### config.mk
export PLATFORM = sky130hd
export DESIGN_NAME = project_switch_controller
export DESIGN_NICKNAME = d
export VERILOG_FILES = /design/src/rtl/project_switch_controller.sv
export SDC_FILE = /design/constraint.sdc
export NUM_CORES = 1
export LEC_CHECK = 0
export CAP_MARGIN = 20
export CORE_ASPECT_RATIO = 0.9
export CORE_UTILIZATION = 43
export CTS_CLUSTER_SIZE = 28
export DETAILED_ROUTE_END_ITERATION = 6
export MAX_ROUTING_LAYER = met4
export PLACE_DENSITY = 0.95
export REMOVE_ABC_BUFFERS = 1
export SLEW_MARGIN = 5
export SYNTH_ARGS = -nofsm -noshare
export SYNTH_HDL_FRONTEND = slang
export SYNTH_SLANG_ARGS = --single-unit
### constraint.sdc
create_clock -name wb_clk_i -period 6.5 [get_ports wb_clk_i]
set_clock_uncertainty 0.05 [all_clocks]
set_input_delay 1.3 -clock wb_clk_i [delete_from_list [all_inputs] [get_ports wb_clk_i]]
set_output_delay 1.3 -clock wb_clk_i [all_outputs]
set_load 0.02 [all_outputs]
### src/rtl/project_switch_controller.sv
// Wishbone-controlled project switcher: isolates pads, resets the newly selected project, then releases.
// Optional `AUTO_ROTATE_EN adds a period register that self-requests the next project after idle time.
module project_switch_controller #(
    parameter logic [31:0] ADDRESS_CTRL   = 32'h30000000,
    parameter logic [31:0] ADDRESS_STATUS = 32'h30000004,
    parameter logic [31:0] ADDRESS_ROTATE = 32'h30000008,
    parameter int          NUM_PROJECTS   = 4,
    parameter int          ISOLATE_CYCLES = 4,
    parameter int          RESET_CYCLES   = 16
) (
    input  logic                    wb_clk_i,
    input  logic                    wb_rst_i,
    input  logic                    wbs_stb_i,
    input  logic                    wbs_cyc_i,
    input  logic                    wbs_we_i,
    input  logic [3:0]              wbs_sel_i,
    input  logic [31:0]             wbs_dat_i,
    input  logic [31:0]             wbs_adr_i,
    output logic                    wbs_ack_o,
    output logic [31:0]             wbs_dat_o,
    output logic [7:0]              active_project_o,
    output logic [NUM_PROJECTS-1:0] project_reset_o,
    output logic                    io_isolate_o,
    output logic                    busy_o
);

    typedef enum logic [1:0] {
        S_IDLE    = 2'd0,
        S_ISOLATE = 2'd1,
        S_RESET   = 2'd2,
        S_RELEASE = 2'd3
    } state_t;

    localparam logic [7:0] ISO_LAST  = 8'(ISOLATE_CYCLES - 1);
    localparam logic [7:0] RST_LAST  = 8'(RESET_CYCLES - 1);
    localparam logic [7:0] NUM_P     = 8'(NUM_PROJECTS);
    localparam logic [7:0] LAST_P    = 8'(NUM_PROJECTS - 1);

    state_t      state_q, state_d;
    logic [7:0]  phase_q, phase_d;
    logic [7:0]  active_q, request_q, target_q;
    logic        pending_q, err_q, ack_q, ack_done_q;
    logic [31:0] dat_q, rdata, rot_rdata;

    logic valid, hit_ctrl, hit_status, hit_rotate, mapped, accept, wr;
    logic ctrl_wr, ctrl_ok, consume, rotate_fire;
    logic [7:0] rotate_next;

    assign valid      = wbs_cyc_i & wbs_stb_i;
    assign hit_ctrl   = (wbs_adr_i == ADDRESS_CTRL);
    assign hit_status = (wbs_adr_i == ADDRESS_STATUS);
    assign mapped     = hit_ctrl | hit_status | hit_rotate;
    // One ack per bus transfer: a transfer still held after its ack is ignored until the bus drops.
    assign accept     = valid & mapped & ~ack_done_q;
    assign wr         = accept & wbs_we_i & wbs_sel_i[0];
    assign ctrl_wr    = wr & hit_ctrl;
    assign ctrl_ok    = ctrl_wr & (wbs_dat_i[7:0] < NUM_P);
    assign consume    = (state_q == S_IDLE) & pending_q;
    assign rotate_next = (active_q == LAST_P) ? 8'd0 : active_q + 8'd1;

`ifdef AUTO_ROTATE_EN
    logic [15:0] period_q, rot_cnt_q;

    assign hit_rotate  = (wbs_adr_i == ADDRESS_ROTATE);
    assign rot_rdata   = {16'b0, period_q};
    assign rotate_fire = (period_q != 16'd0) && (state_q == S_IDLE) && !pending_q
                         && (rot_cnt_q >= period_q - 16'd1);

    always_ff @(posedge wb_clk_i) begin
        if (wb_rst_i) begin
            period_q  <= 16'd0;
            rot_cnt_q <= 16'd0;
        end else begin
            if (wr && hit_rotate)
                period_q <= wbs_dat_i[15:0];
            if (state_q != S_IDLE || pending_q || rotate_fire)
                rot_cnt_q <= 16'd0;
            else if (period_q != 16'd0)
                rot_cnt_q <= rot_cnt_q + 16'd1;
        end
    end
`else
    assign hit_rotate  = 1'b0;
    assign rot_rdata   = 32'd0;
    assign rotate_fire = 1'b0;
`endif

    logic unused_bits;
    assign unused_bits = ^{wbs_sel_i[3:1], wbs_dat_i[31:8]};

    always_comb begin
        // NOTE: every signal gets a default before the case so no latch is inferred.
        state_d = state_q;
        phase_d = 8'd0;
        case (state_q)
            S_IDLE:    if (pending_q) state_d = S_ISOLATE;
            S_ISOLATE: if (phase_q == ISO_LAST) state_d = S_RESET;
                       else phase_d = phase_q + 8'd1;
            S_RESET:   if (phase_q == RST_LAST) state_d = S_RELEASE;
                       else phase_d = phase_q + 8'd1;
            S_RELEASE: state_d = S_IDLE;
            default:   state_d = S_IDLE;
        endcase
    end

    always_ff @(posedge wb_clk_i) begin
        // NOTE: sequential state uses non-blocking assignments so all registers update together.
        if (wb_rst_i) begin
            state_q <= S_RESET;
            phase_q <= 8'd0;
        end else begin
            state_q <= state_d;
            phase_q <= phase_d;
        end
    end

    always_comb begin
        rdata = 32'd0;
        if (hit_status)
            rdata = {18'b0, state_q, 1'b0, err_q, pending_q, (state_q != S_IDLE), active_q};
        else if (hit_ctrl)
            rdata = {24'b0, active_q};
        else if (hit_rotate)
            rdata = rot_rdata;
    end

    always_ff @(posedge wb_clk_i) begin
        if (wb_rst_i) begin
            active_q   <= 8'd0;
            request_q  <= 8'd0;
            target_q   <= 8'd0;
            pending_q  <= 1'b0;
            err_q      <= 1'b0;
            ack_q      <= 1'b0;
            ack_done_q <= 1'b0;
            dat_q      <= 32'd0;
        end else begin
            ack_q      <= accept;
            ack_done_q <= valid & (ack_done_q | accept);
            dat_q      <= (accept && !wbs_we_i) ? rdata : 32'd0;

            if (accept && !wbs_we_i && hit_status)
                err_q <= 1'b0;
            if (ctrl_wr && !ctrl_ok)
                err_q <= 1'b1;

            // Latch the target on consumption so later writes only affect the next sequence.
            if (consume) begin
                target_q  <= request_q;
                pending_q <= 1'b0;
            end
            if (ctrl_ok) begin
                request_q <= wbs_dat_i[7:0];
                pending_q <= 1'b1;
            end else if (rotate_fire) begin
                request_q <= rotate_next;
                pending_q <= 1'b1;
            end

            if (state_q != S_RESET && state_d == S_RESET)
                active_q <= target_q;
        end
    end

    always_comb begin
        project_reset_o = '1;
        for (int i = 0; i < NUM_PROJECTS; i++)
            if (active_q == 8'(i) && state_q != S_RESET)
                project_reset_o[i] = 1'b0;
    end

    assign io_isolate_o     = (state_q != S_IDLE);
    assign busy_o           = (state_q != S_IDLE);
    assign active_project_o = active_q;
    assign wbs_ack_o        = ack_q;
    assign wbs_dat_o        = dat_q;

endmodule
=== Yosys cells after proc, flatten, opt, wreduce, memory -nomap -nowiden ===
Index checks and enable logic that the tools add are counted.

* Memory bits (read-only): 0
* Register bits: 70
* Bits of input ports: 73
* Bits in writable memories: 0
* Word-level logic and storage cells: 72
* Memories kept: 0
* Latch bits: 0

* Shift-type cells: 0
* Reduce and logical (&&, ||, !) cells: 17
* Eq/ne operators: 12
* Muxes and demuxes: 17
* Order comparisons: 1
* $add $sub $neg: 1
* Bitwise operators: 13
* Divide/modulo/power cells: 0
* Multipliers: 0

{| class="wikitable"
|+ Operators with widths
! kind !! count
|-
| $eq A32 B30 Y1 const B || 2
|-
| $eq A8 B2 Y1 const B || 3
|-
| $mux W8 || 3
|-
| $pmux W8 S2 || 1
|-
| $mux W14 || 1
|-
| $and A1 B1 Y1 || 9
|-
| $add A8 B1 Y8 const B || 1
|-
| $eq A8 B1 Y1 const B || 1
|-
| $eq A8 B4 Y1 const B || 1
|-
| $logic_and A1 B1 Y1 || 8
|-
| $logic_not A8 Y1 || 1
|-
| $lt A8 B3 Y1 const B || 1
|-
| $mux W1 || 8
|-
| $pmux W2 S4 || 1
|-
| $eq A2 B2 Y1 const B || 3
|-
| $mux W2 || 3
|-
| $reduce_bool A2 Y1 || 3
|-
| $reduce_or A3 Y1 || 1
|-
| $eq A2 B1 Y1 const B || 1
|-
| $logic_not A1 Y1 || 2
|-
| $logic_not A2 Y1 || 1
|-
| $ne A2 B2 Y1 const B || 1
|-
| $not A1 Y1 || 2
|-
| $or A1 B1 Y1 || 2
|-
| $reduce_or A2 Y1 || 1
|}

=== Longest topological paths before layout ===
* Depth after elaboration: 11
* Depth in mapped cells: 6
* Mapped depth without buffers: 6

=== Worst setup path after synthesis ===
OpenSTA, ideal clock, no wires.

* Path kind: register -> output
* From: register state_q[0]
* To: output project_reset_o[0]
* Path slack: 3.329 ns
* Required time: 5.150 ns
* Data arrival time: 1.821 ns
* Stages on the path, launching flop included: 6
* Path through: dfxtp_1 -> inv_1 -> ha_1 -> or4_1 -> nor4_2 -> or3b_1

* Word-level cells in the longest chain between the ends: 3

{| class="wikitable"
|+ Ends and longest elaborated chain
! element !! line !! RTL
|-
| start, declared || 39 || <nowiki>state_t state_q, state_d;</nowiki>
|-
| start signal, assigned || 112 || <nowiki>state_q <= state_d;</nowiki>
|-
| $ne A2 B2 Y1 || 168 || <nowiki>if (active_q == 8'(i) && state_q != S_RESET)</nowiki>
|-
| $logic_and A1 B1 Y1 || 168 ||
|-
| $mux W1 || 168 ||
|-
| end, declared || 22 || <nowiki>output logic [NUM_PROJECTS-1:0] project_reset_o,</nowiki>
|}

No other way between the ends.

=== Worst setup path after layout ===
Same ends and word-level chain as after synthesis.

==> results.md <==
- RSZ-0062 raised after global routing: false
- Clock Root Buffer: clkbuf_8
- Critical path's largest stage delay: 0.55 ns
- Port buffer count: 73
- Final setup fails: 0
- Post-Syn Area: 2357 µm²
- Crit path max-delay family: simple AND/OR/NAND/NOR gates
- Final min period: 4.169 ns
- Initial antenna violation count: 0
- Final Max Tran Viols: 0
- Avg Cell Area, Syn: 9.544 µm²
- IO Pins: 120
- Total grt overflow: 0
- Layout cells sized above 1: 6.897%
- Power Density: 176.7 nW/µm²
- Clk pin slew, worst setup/hold paths: 0.09 ns
- Layout Nets: 396
- CP bufs+invs: 2
- Remaining routing DRC violations: 0
- Clk_lat worst skew: 0.31 ns
- Worst relative slew slack: 64.49%
- Setup TNS: 0 ns
- Core Area: 5255 µm²
- Highest Signal Layer: met4
- CP Class: reg2out
- Worst-Margin Slew: 0.5291 ns
- Clk sink count: 51
- All-Layer GR Usage: 18.03%
- Register area share after synthesis: 43.31%
- PostCTS Resize Cnt: 0
- Total Wirelength: 4.687 mm
- EDFF count, synth: 0
- Setup slack after layout: 2.331 ns
- Fmax: 239.9 MHz
- Num CTS Buffers: 5
- Outcome: finished clean
- Die W: 80.05 µm
- H-tree Lvls: 2
- Cts hold-fix bufs: 0
- Slowest cell on the critical path: clkdlybuf4s50_1
- Synth cell types: 47
- Row count: 25
- CP required: 5.15 ns
- Worst vdd ir: 0.09806 mV
- Flops & latches, synth: 51
- Post-CTS Setup Bufs: 0
- CP Max Fanout: 8
- Hold Path Class: reg2reg
- Leakage: 0.001141 µW
- WL met3: 349 µm
- Antenna-violating nets left: 0
- DRT met1 WL: 1.974 mm
- Vias: 1962
- First DRT Iteration DRCs: 94
- Synthesized netlist cell count: 247
- Worst r2r src: phase_q[0]
- Worst Hold Launch: phase_q[0]
- Fin crit share: 64.13%
- HPWL Detailed: 3.547 mm
- CP Launch Type: flop
- ANT cells: 0
- FF/Latch Area: 1021 µm²
- Ys flop type: dfxtp_1
- Gpl congestion: 0.8545
- DRT Pass-1 Iters: 4
- Die area: 5782 µm²
- Endpoints failing hold: 0
- Chip height: 72.24 µm
- Vias per Instance: 5.083
- Ys async rst share: 0%
- DP Worst Slack: 2.694 ns
- Largest net degree at the start of global routing: 40
- Critical path startpoint: state_q[0]
- Fillers: 444
- Area occupied by multi-input gates: 1205 µm²
- Cells along the critical path: inv_1 -> ha_1 -> or4_1 -> nor4_2 -> or3b_1 -> clkdlybuf4s50_1
- Arrival time worst endpoint: 2.82 ns
- Area Growth Syn to Fin: 34.29%
- Initial core utilization: 44.86%
- YS warnings: 0
- Detailed route wirelength on metal2: 2.306 mm
- Global-route wire length before repair: 7.797 mm
- Clk buf depth: 2
- Vias in the first global route: 1751
- Max-cap viol count: 0
- Wire per inst: 12.14 µm
- Final core utilization: 60.24%
- Overall Power: 559.4 µW
- CTS tree: yes
- CP endpoint kind: primary output
-- layout by cell type, fill, tap and decap left out, types with 3 or more instances in the layout --
cell	n
nand2b_1	16
mux2i_1	8
inv_1	5
a21oi_1	14
nand3b_1	3
dfxtp_1	51
clkdlybuf4s50_1	73
conb_1	19
and3_1	4
nor3b_1	7
clkbuf_8	6
nor2_1	13
ha_1	5
nand4_1	3
nand2_1	18
xnor2_1	3
nand3_1	12
xor2_1	3
nand4b_1	3
nor4_2	7
nor3_1	7
and2_1	8
-- synth_stat cells, types with 7 or more instances --
library cell	n	area, µm²
a21oi_1	14	70.07
nand2_1	18	67.56
and2_1	8	50.05
mux2i_1	8	80.08
nor2_1	13	48.80
nand3_1	12	60.06
nor3b_1	7	52.55
nor3_1	7	35.03
nand2b_1	16	100.1
dfxtp_1	51	1021
buf_4	20	150.1
clkbuf_1	8	30.03
nor4_2	7	87.58
-- sequential cells by signal (all words and copies together) (netlist names) --
| register | flops |
|---|---|
| ack_done_q | 1 |
| active_project_o | 8 |
| err_q | 1 |
| pending_q | 1 |
| phase_q | 8 |
| request_q | 8 |
| state_q | 2 |
| target_q | 8 |
| wbs_ack_o | 1 |
| wbs_dat_o | 13 |
-- worst paths after layout --
kind | end | slack [ns] | cells past startpoint
setup / recovery | project_reset_o[0] | 2.33 | 6
hold / removal | phase_q[0] | 0.40 | 1
setup reg to reg | phase_q[3] | 4.57 | 5
hold reg to reg | phase_q[0] | 0.40 | 1
-- cell type report --
cell class,instances,share of cell area [%]
Tap cell,67,2.648
Clock inverter,2,0.5138
Timing Repair Buffer,74,23.32
Clock buffer,6,2.609
Inverter,5,0.5929
Multi-Input combinational cell,181,38.06
Sequential cell,51,32.25
-- where the power goes --
| group | internal (µW) | switching, µW |
|---|---|---|
| Clock | 86.9 | 104 |
| Combinational | 29.6 | 23.8 |
| Sequential | 314 | 1.20 |
-- kinds of logic after synthesis --
group	share of synthesized area, %
buf+inv	8.439
other cells	0.1591
simple gates	31.69
fa+ha+maj	2.654
xor+xnor	2.230
compound gates	8.121
flops	43.31
mux	3.397
-- through the flow --
step | instance area [µm²] | std cells | hold slack (ns)
2_1_floorplan | 2245 | 237 | 0.3675
3_3_place_gp | 3067 | 378 | 0.3774
3_5_place_dp | 3067 | 378 | 0.3871
4_1_cts | 3166 | 386 | 0.4047
5_1_grt | 3166 | 386 | 0.4145
6_report | 3166 | 386 | 0.4023
-- metal layers --
metal / up-vias / track usage (%)
met4: 0 / 5.754
li1: 968 / -
met1: 895 / 19.44
met3: 6 / 5.283
met2: 93 / 31.81
met5: - / -
Note: power is estimated with default switching activity, not from simulation.
